===== src/rtl/dkong_dl_ctrl.sv =====
// Download sequencer for the Donkey Kong core: routes HPS ROM bytes to the
// per-region write ports, validates the image and owns the core reset.
module dkong_dl_ctrl #(
  parameter int CPU_SIZE   = 16384,
  parameter int SND_SIZE   = 4096,
  parameter int TILE_SIZE  = 4096,
  parameter int OBJ_SIZE   = 8192,
  parameter int PROM_SIZE  = 768,
  parameter int SETTLE_CYC = 1024
) (
  input  logic        I_CLK_24576M,
  input  logic        I_RESETn,
  input  logic        I_DL_ACTIVE,
  input  logic        I_DL_WR,
  input  logic [18:0] I_DL_ADDR,
  input  logic [7:0]  I_DL_DATA,
  input  logic        I_RST_REQ,
  output logic [15:0] O_WR_ADDR,
  output logic [7:0]  O_WR_DATA,
  output logic        O_WR_CPU,
  output logic        O_WR_SND,
  output logic        O_WR_TILE,
  output logic        O_WR_OBJ,
  output logic        O_WR_PROM,
  output logic        O_CORE_RESETn,
  output logic        O_DL_OK,
  output logic        O_DL_ERR,
  output logic [18:0] O_BYTE_CNT
);

  localparam logic [18:0] SND_BASE  = 19'(CPU_SIZE);
  localparam logic [18:0] TILE_BASE = 19'(CPU_SIZE + SND_SIZE);
  localparam logic [18:0] OBJ_BASE  = 19'(CPU_SIZE + SND_SIZE + TILE_SIZE);
  localparam logic [18:0] PROM_BASE = 19'(CPU_SIZE + SND_SIZE + TILE_SIZE + OBJ_SIZE);
  localparam logic [18:0] TOTAL     = 19'(CPU_SIZE + SND_SIZE + TILE_SIZE + OBJ_SIZE + PROM_SIZE);
  localparam int          SW        = $clog2(SETTLE_CYC + 1);
  localparam logic [SW-1:0] SETTLE_LAST = SW'(SETTLE_CYC - 1);

  typedef enum logic [2:0] {
    ST_HOLD,
    ST_LOAD,
    ST_SETTLE,
    ST_RUN,
    ST_ERR
  } state_e;

  state_e        state_q, state_d;
  logic [SW-1:0] settle_q, settle_d;
  logic [18:0]   cnt_q, cnt_d;
  logic          ovf_q, ovf_d;
  logic          ok_q, ok_d;
  logic          err_q, err_d;
  logic          rstn_q, rstn_d;
  logic [15:0]   addr_q, addr_d;
  logic [7:0]    data_q, data_d;
  logic [4:0]    strb_q, strb_d;
  logic [4:0]    region;
  logic [18:0]   base;
  logic          accept;

  // Strobe bit order: CPU, SND, TILE, OBJ, PROM; out-of-range leaves region empty.
  always_comb begin
    region = 5'b00000;
    base   = '0;
    if (I_DL_ADDR < SND_BASE) begin
      region = 5'b00001;
    end else if (I_DL_ADDR < TILE_BASE) begin
      region = 5'b00010;
      base   = SND_BASE;
    end else if (I_DL_ADDR < OBJ_BASE) begin
      region = 5'b00100;
      base   = TILE_BASE;
    end else if (I_DL_ADDR < PROM_BASE) begin
      region = 5'b01000;
      base   = OBJ_BASE;
    end else if (I_DL_ADDR < TOTAL) begin
      region = 5'b10000;
      base   = PROM_BASE;
    end
  end

  assign accept = (state_q == ST_LOAD) && I_DL_ACTIVE && I_DL_WR;

  always_comb begin
    state_d  = state_q;
    settle_d = settle_q;
    cnt_d    = cnt_q;
    ovf_d    = ovf_q;
    ok_d     = ok_q;
    err_d    = err_q;
    addr_d   = addr_q;
    data_d   = data_q;
    strb_d   = 5'b00000;

    if (accept) begin
      cnt_d = (cnt_q == '1) ? cnt_q : cnt_q + 19'd1;
      if (region != 5'b00000) begin
        strb_d = region;
        addr_d = 16'(I_DL_ADDR - base);
        data_d = I_DL_DATA;
      end else begin
        ovf_d = 1'b1;
      end
    end

    case (state_q)
      ST_HOLD, ST_ERR, ST_RUN: begin
        if (I_DL_ACTIVE) begin
          state_d = ST_LOAD;
          cnt_d   = '0;
          ok_d    = 1'b0;
          err_d   = 1'b0;
          ovf_d   = 1'b0;
        end else if (state_q == ST_RUN && I_RST_REQ) begin
          state_d  = ST_SETTLE;
          settle_d = '0;
        end
      end
      ST_LOAD: begin
        if (!I_DL_ACTIVE) begin
          if (cnt_q == TOTAL && !ovf_q) begin
            state_d = ST_SETTLE;
            ok_d    = 1'b1;
            // The cycle that observed the end of the download counts as the first settle cycle.
            settle_d = SW'(1);
          end else begin
            state_d = ST_ERR;
            err_d   = 1'b1;
          end
        end
      end
      ST_SETTLE: begin
        if (I_RST_REQ) begin
          settle_d = '0;
        end else if (settle_q >= SETTLE_LAST) begin
          state_d = ST_RUN;
        end else begin
          settle_d = settle_q + SW'(1);
        end
      end
      default: state_d = ST_HOLD;
    endcase
  end

  assign rstn_d = (state_d == ST_RUN);

  always_ff @(posedge I_CLK_24576M or negedge I_RESETn) begin
    if (!I_RESETn) begin
      state_q  <= ST_HOLD;
      settle_q <= '0;
      cnt_q    <= '0;
      ovf_q    <= 1'b0;
      ok_q     <= 1'b0;
      err_q    <= 1'b0;
      rstn_q   <= 1'b0;
      addr_q   <= '0;
      data_q   <= '0;
      strb_q   <= '0;
    end else begin
      state_q  <= state_d;
      settle_q <= settle_d;
      cnt_q    <= cnt_d;
      ovf_q    <= ovf_d;
      ok_q     <= ok_d;
      err_q    <= err_d;
      rstn_q   <= rstn_d;
      addr_q   <= addr_d;
      data_q   <= data_d;
      strb_q   <= strb_d;
    end
  end

  assign {O_WR_PROM, O_WR_OBJ, O_WR_TILE, O_WR_SND, O_WR_CPU} = strb_q;
  assign O_WR_ADDR     = addr_q;
  assign O_WR_DATA     = data_q;
  assign O_CORE_RESETn = rstn_q;
  assign O_DL_OK       = ok_q;
  assign O_DL_ERR      = err_q;
  assign O_BYTE_CNT    = cnt_q;

endmodule


===== config.mk =====
export PLATFORM = sky130hd
export DESIGN_NAME = dkong_dl_ctrl
export DESIGN_NICKNAME = d
export VERILOG_FILES = /design/src/rtl/dkong_dl_ctrl.sv
export SDC_FILE = /design/constraint.sdc
export NUM_CORES = 1
export LEC_CHECK = 0
export CORE_MARGIN = 2
export CORE_UTILIZATION = 49
export CTS_CLUSTER_SIZE = 10
export DETAILED_ROUTE_END_ITERATION = 16
export PLACE_DENSITY_LB_ADDON = 0.1
export RECOVER_POWER = 100
export SLEW_MARGIN = 20
export SYNTH_ARGS = -nofsm -noshare
export SYNTH_HDL_FRONTEND = slang
export SYNTH_SLANG_ARGS = --single-unit

===== constraint.sdc =====
create_clock -name I_CLK_24576M -period 2.45 [get_ports I_CLK_24576M]
set_clock_uncertainty 0.05 [all_clocks]
set_input_delay 0.49 -clock I_CLK_24576M [delete_from_list [all_inputs] [get_ports I_CLK_24576M]]
set_output_delay 0.49 -clock I_CLK_24576M [all_outputs]
set_load 0.03 [all_outputs]

---- Word-level counts from Yosys, hierarchy flattened ----
Index checks and enable logic that the tools add are counted.
storage, ports and cells
  flip-flop bits (word level) ............. 66
operators by class
  $add $sub $neg .......................... 3
  $lt $le $gt $ge ......................... 6
  equality and inequality tests ........... 14
  mux-type cells .......................... 41
  reduce and logical (&&, ||, !) cells .... 14
operator list
  operator                                                                               number
  16-bit 2-to-1 mux                                                                      5
  19-bit 2-to-1 mux                                                                      4
  11-bit 2-to-1 mux                                                                      6
  19-bit by 15-bit < comparator with 1-bit output, second input constant                 3
  19-bit by 16-bit < comparator with 1-bit output, second input constant                 2
  5-bit 2-to-1 mux                                                                       7
  11-bit one-hot mux with 3 select lines                                                 1
  19-bit by 1-bit adder with 19-bit output, second input constant                        1
  19-bit by 16-bit == test with 1-bit output, second input constant                      1
  19-bit == test, second input constant                                                  1
  3-bit 2-to-1 mux                                                                       6
  16-bit subtractor                                                                      1
  11-bit by 1-bit adder with 11-bit output, second input constant                        1
  11-bit by 10-bit greater-or-equal comparator with 1-bit output, second input constant  1
  2-bit inequality test, second input constant                                           5
  3-bit by 2-bit == test with 1-bit output, second input constant                        3
  1-bit 2-to-1 mux                                                                       9
  3-bit one-hot mux with 3 select lines                                                  1
  4-bit AND reduction                                                                    2
  6-bit AND reduction                                                                    1
  5-bit nonzero test                                                                     1
  1-bit logical AND                                                                      4
  1-bit one-hot mux with 2 select lines                                                  2
  3-bit by 1-bit == test with 1-bit output, second input constant                        1
  other kinds (9)                                                                        9

---- Logic depth before layout (Yosys ltp) ----
  word-level depth ........................ 11
  gate-level depth with buffers ........... 8
  depth with buffers taken out ............ 8

---- Least setup slack after synthesis ----
No wires, ideal clock.
  path kind ............................... input to register
  from .................................... input port I_DL_ADDR[17]
  to ...................................... register addr_q[14] (netlist: O_WR_ADDR[14])
  setup time .............................. 125 ps
  arrival time ............................ 2,161 ps
  required time ........................... 2,275 ps
  setup slack ............................. 114 ps
  stages on the path ...................... 8
  cells stage by stage .................... nor3_1 nand3_1 nor3_1 ha_1 inv_1 fa_1 xor2_1 mux2_2
between the ends
  word-level cells in the longest chain between the ends .. 8
  elaborated cells on any way between the ends .. 17
  those cells by class .................... add/sub: 1; order compare: 5; mux: 9; reduce/logical: 2
RTL lines
  element                                                                                                  line  text
  from (decl)                                                                                              15    input logic [18:0] I_DL_ADDR,
  parallel branches: the longest is 8 deep, another holds 19-bit by 16-bit < comparator with 1-bit output  n/a
  to (signal assigned)                                                                                     167   addr_q <= addr_d;
  to (decl)                                                                                                54    logic [15:0] addr_q, addr_d;
Parallel ways; which one is timed is not known.
A chain may end at the register's enable or synchronous reset.

---- Worst setup path after layout ----
  from .................................... input port I_RST_REQ
  to ...................................... register settle_q[5]
between the ends
  word-level cells in the longest chain between the ends .. 3
  elaborated cells on any way between the ends .. 6
  those cells by class .................... eq/ne: 2; mux: 2; reduce/logical: 2
RTL lines
  element                          line  text
  from (decl)                      17    input logic I_RST_REQ,
  1-bit logical AND                114   end else if (state_q == ST_RUN && I_RST_REQ) begin
  2-bit inequality test (no line)  n/a
  6-bit AND reduction (no line)    n/a
  to (signal assigned)             161   settle_q <= settle_d;
  to (decl)                        48    logic [SW-1:0] settle_q, settle_d;
Several ways; a longest one is shown, not always the timed one.

==> Implementation_results.wiki <==
{| class="wikitable"
! Metric !! Value
|-
| Violated checks || capacitance limit, slew limit
|-
| Final Net Count || 448
|-
| Pwr Total || between 2000 and 3000 µW
|-
| Maximum clock rate || 438 MHz
|-
| Net count of the mapped netlist || ~340
|-
| Sum Neg Setup Slack || 0 ns
|-
| Number of inserted filler cells in the final layout || 524
|-
| Number of hold-slack violations in the final timing report || 0
|-
| Average size of a mapped cell || roughly 11 µm²
|-
| Part of the total power dissipated in sequential elements || 46.3%
|-
| Post-synth design cell area || 3200 µm²
|-
| RePlAce Congestion || 0.822
|-
| Avg WL per Cell || between 15 and 20 µm
|-
| Area added between synthesis and finish || 38.1%
|-
| Vias in the first global route || 2690
|-
| Sw frac || between 20 and 30%
|-
| Starting DRT DRC Count || 143
|-
| Final period utilization || 93.3%
|-
| Kind of end point of the critical path || flip-flop
|-
| Drt pass-1 iters || 4
|-
| Antenna violations before repair || 0
|-
| Fin cells || 490
|-
| Cell depth of the worst flop-to-flop path || 6
|-
| Max capacitance violation total || 1
|-
| Maximum number of pins on one net before global-route repair || 67
|-
| Top Ports || 83
|-
| Final count of negative-setup-slack endpoints || 0
|-
| Post-detail-place hpwl || approximately 5600 µm
|-
| CTS tree || built
|-
| Largest driver fanout on the critical path || 6
|-
| Internal power || 1870 µW
|-
| Class of the most critical setup path || input pin to flip-flop
|-
| Fin worst setup slack || 0.165 ns
|-
| Setup repair after global routing missed its margin || no
|-
| Launch instance of the worst min-delay path || settle_q[7]
|-
| Outcome || complete, but fails checks
|-
| Leak || between 0.002 and 0.0025 µW
|-
| Worst slack after detailed placement || -0.275 ns
|-
| Fraction of registers with async set or reset after synthesis || 100%
|-
| Number of core rows || 29
|-
| Normalized max-slew margin || -6.31%
|-
| Hold Path Depth || 1
|-
| Worst Max-Slew Pin Slew || 1.59 ns
|-
| Share of cells above drive strength 1 || 16.2%
|-
| Net load switching power || 783 µW
|-
| Maximum vdd drop || 0.442 mV
|-
| Dominant synthesized flop cell || dfrtp_1
|-
| Core box area || 6310 µm²
|-
| Horizontal die dimension || 84.8 µm
|-
| Number of hold buffers added after CTS || 0
|-
| Max-slew violation count || 67
|-
| Depth of the CTS H-tree || 3
|-
| GRT Resource Usage Total || 22.5%
|-
| Total overflow reported by the global router || 0
|-
| Worst Setup SP || I_RST_REQ
|-
| DIE HEIGHT || 84.8 µm
|-
| Crit start category || input pin
|-
| Count of flip-flops with a built-in enable after synthesis || 0
|-
| Req. time, crit path || 2.67 ns
|-
| Count of cell types in the netlist || 49
|-
| Sequential cell area fraction in the yosys report || 51.6%
|-
| Area of combinational cells with multiple inputs || 1440 µm²
|-
| Relative contribution of the clock network to total power || between 30% and 40%
|-
| Number of placed instances, taps included || around 480
|-
| Count of buffers inserted at the top-level ports || 82
|-
| Clock Latency Late Sink || 0.35 ns
|-
| Cell count after synthesis || 302
|-
| Wire length of the first global-routing pass || 12900 µm
|-
| Number of vias per cell after detailed routing || 5.54
|-
| Drc violations || 0
|-
| End-of-flow core utilization || between 60% and 70%
|-
| Register bit total from synthesis || 66
|-
| Vias after detailed routing || 2713
|-
| Wire length reported by the detailed router || 7520 µm
|-
| Syn. warnings || 0
|-
| Starting utilization of the core area || 50.7%
|-
| Die Area || 7190 µm²
|-
| Final period demand of the worst path || 2.29 ns
|-
| Antenna cells || 0
|-
| Buffer count from post-CTS setup fixing || 0
|-
| Path type of the worst min-delay path || flip-flop to flip-flop
|-
| Power density cells || 600 nW/µm²
|-
| CTS buffer count || 9
|-
| Post-cts gate resize count || 0
|-
| Register area || between 1500 and 2000 µm²
|-
| Number of buffers on the longest clock path || 2
|-
| Worst path arrival time || 2.51 ns
|-
| Clock Pin Slew Worst Setup and Hold Paths || 0.07 ns
|-
| CTS sink cnt || 66
|-
| Part of the total power dissipated in combinational logic || 20.4%
|-
| Antenna-violating nets left || 0
|-
| Library cell used as clock root buffer || clkbuf_8
|}
## synthesized netlist by cell type, types with 2 or more instances
cell | instances | share of area, %
or3_1 | 2 | 0.39
nor4_1 | 6 | 1.2
o311ai_0 | 2 | 0.55
o211ai_1 | 7 | 1.6
buf_2 | 3 | 0.47
and4_1 | 2 | 0.55
nor2_1 | 13 | 1.5
clkbuf_1 | 5 | 0.59
nand3_1 | 13 | 2.0
a41oi_1 | 3 | 0.82
or4_1 | 2 | 0.47
nor3_1 | 11 | 1.7
o41ai_1 | 2 | 0.55
mux2_2 | 25 | 8.8
dfrtp_1 | 66 | 52
or2_2 | 2 | 0.39
a21boi_0 | 2 | 0.47
ha_1 | 6 | 2.3
and2_1 | 2 | 0.39
nand4_1 | 6 | 1.2
nor2b_1 | 3 | 0.59
a21oi_1 | 16 | 2.5
and3_1 | 7 | 1.4
o21ai_0 | 7 | 1.1
o22ai_1 | 2 | 0.39
o31ai_1 | 7 | 1.6
mux2i_1 | 7 | 2.2
a31oi_1 | 10 | 2.0
nand2_1 | 30 | 3.5
inv_1 | 14 | 1.6
## cells by family (layout without fill, tap and decap cells)
| group | after synthesis | after routing | synth area share, % |
|---|---|---|---|
| flops | 66 | 66 | 51.6 |
| fa+ha+maj | 7 | 7 | 2.97 |
| mux | 32 | 32 | 11.0 |
| xor+xnor | 2 | 2 | 0.548 |
| buf+inv | 24 | 135 | 3.21 |
| compound gates | 66 | 66 | 13.7 |
| simple gates | 105 | 105 | 16.9 |
## power by group through the flow
stage               combinational (µW)  clock (µW)  sequential, µW
finish                             541         881            1230
global route                       585         949            1240
CTS                                581         901            1230
detailed placement                 580           0            1250
global placement                   569           0            1250
floorplan                          157           0            1390
## worst max-delay path: stages
cell and delay (ns):
clkdlybuf4s50_1 0.40, nand2b_2 0.18, or3_1 0.34, or4_1 0.55, and3_1 0.22, clkbuf_2 0.16, a31oi_1 0.17
## per-stage QoR
stage	area (µm²)	hold slack, ns
after floorplan	3200	0.144
after global placement	4270	0.420
after detailed placement	4270	0.428
after CTS	4450	0.110
after global routing	4420	0.459
final	4420	0.434
## cells in the final DEF (no fill, tap or decap), types with 13 or more instances in the layout
| cell | Yosys | final |
|---|---|---|
| inv_1 | 14 | 14 |
| mux2_2 | 25 | 25 |
| dlygate4sd3_1 | 0 | 51 |
| nor2_1 | 13 | 13 |
| buf_4 | 0 | 17 |
| dfrtp_1 | 66 | 66 |
| clkdlybuf4s50_1 | 0 | 30 |
| nand2_1 | 30 | 30 |
| a21oi_1 | 16 | 16 |
| nand3_1 | 13 | 13 |
## registers in the layout (all words and copies together), names as in the netlist, named ones only
register       cells
O_DL_ERR           1
O_WR_DATA          8
O_CORE_RESETn      1
O_DL_OK            1
settle_q          11
O_BYTE_CNT        18
state_q            3
strb_q             5
O_WR_ADDR         16
## final timing paths
| kind | slack [ns] | to |
|---|---|---|
| setup / recovery | 0.16 | settle_q[5] |
| hold / removal | 0.43 | settle_q[7] |
| setup reg to reg | 0.20 | O_BYTE_CNT[9] |
| hold reg to reg | 0.43 | settle_q[7] |
| max in group asynchronous | 0.84 | O_WR_ADDR[0] |
| min in group asynchronous | 0.57 | O_BYTE_CNT[2] |
## layer usage
layer | routed length (µm) | vias up | global-route usage [%]
met3 | 273 | 13 | 3.44
met2 | 3920 | 59 | 37.7
li1 | - | 1335 | -
met5 | 0 | - | 0
met1 | 3170 | 1306 | 29.0
met4 | 155 | 0 | 10.2
## layout make-up
| cell class | count | share of cell area (%) |
|---|---|---|
| sequential | 66 | 37.4 |
| clock buffer | 9 | 2.80 |
| multi-input combinational | 212 | 32.6 |
| inverter | 14 | 1.19 |
| tap | 77 | 2.18 |
| timing repair buffer | 106 | 22.5 |
| clock inverter | 6 | 1.33 |
No activity file was read; power rests on OpenSTA's default activity.
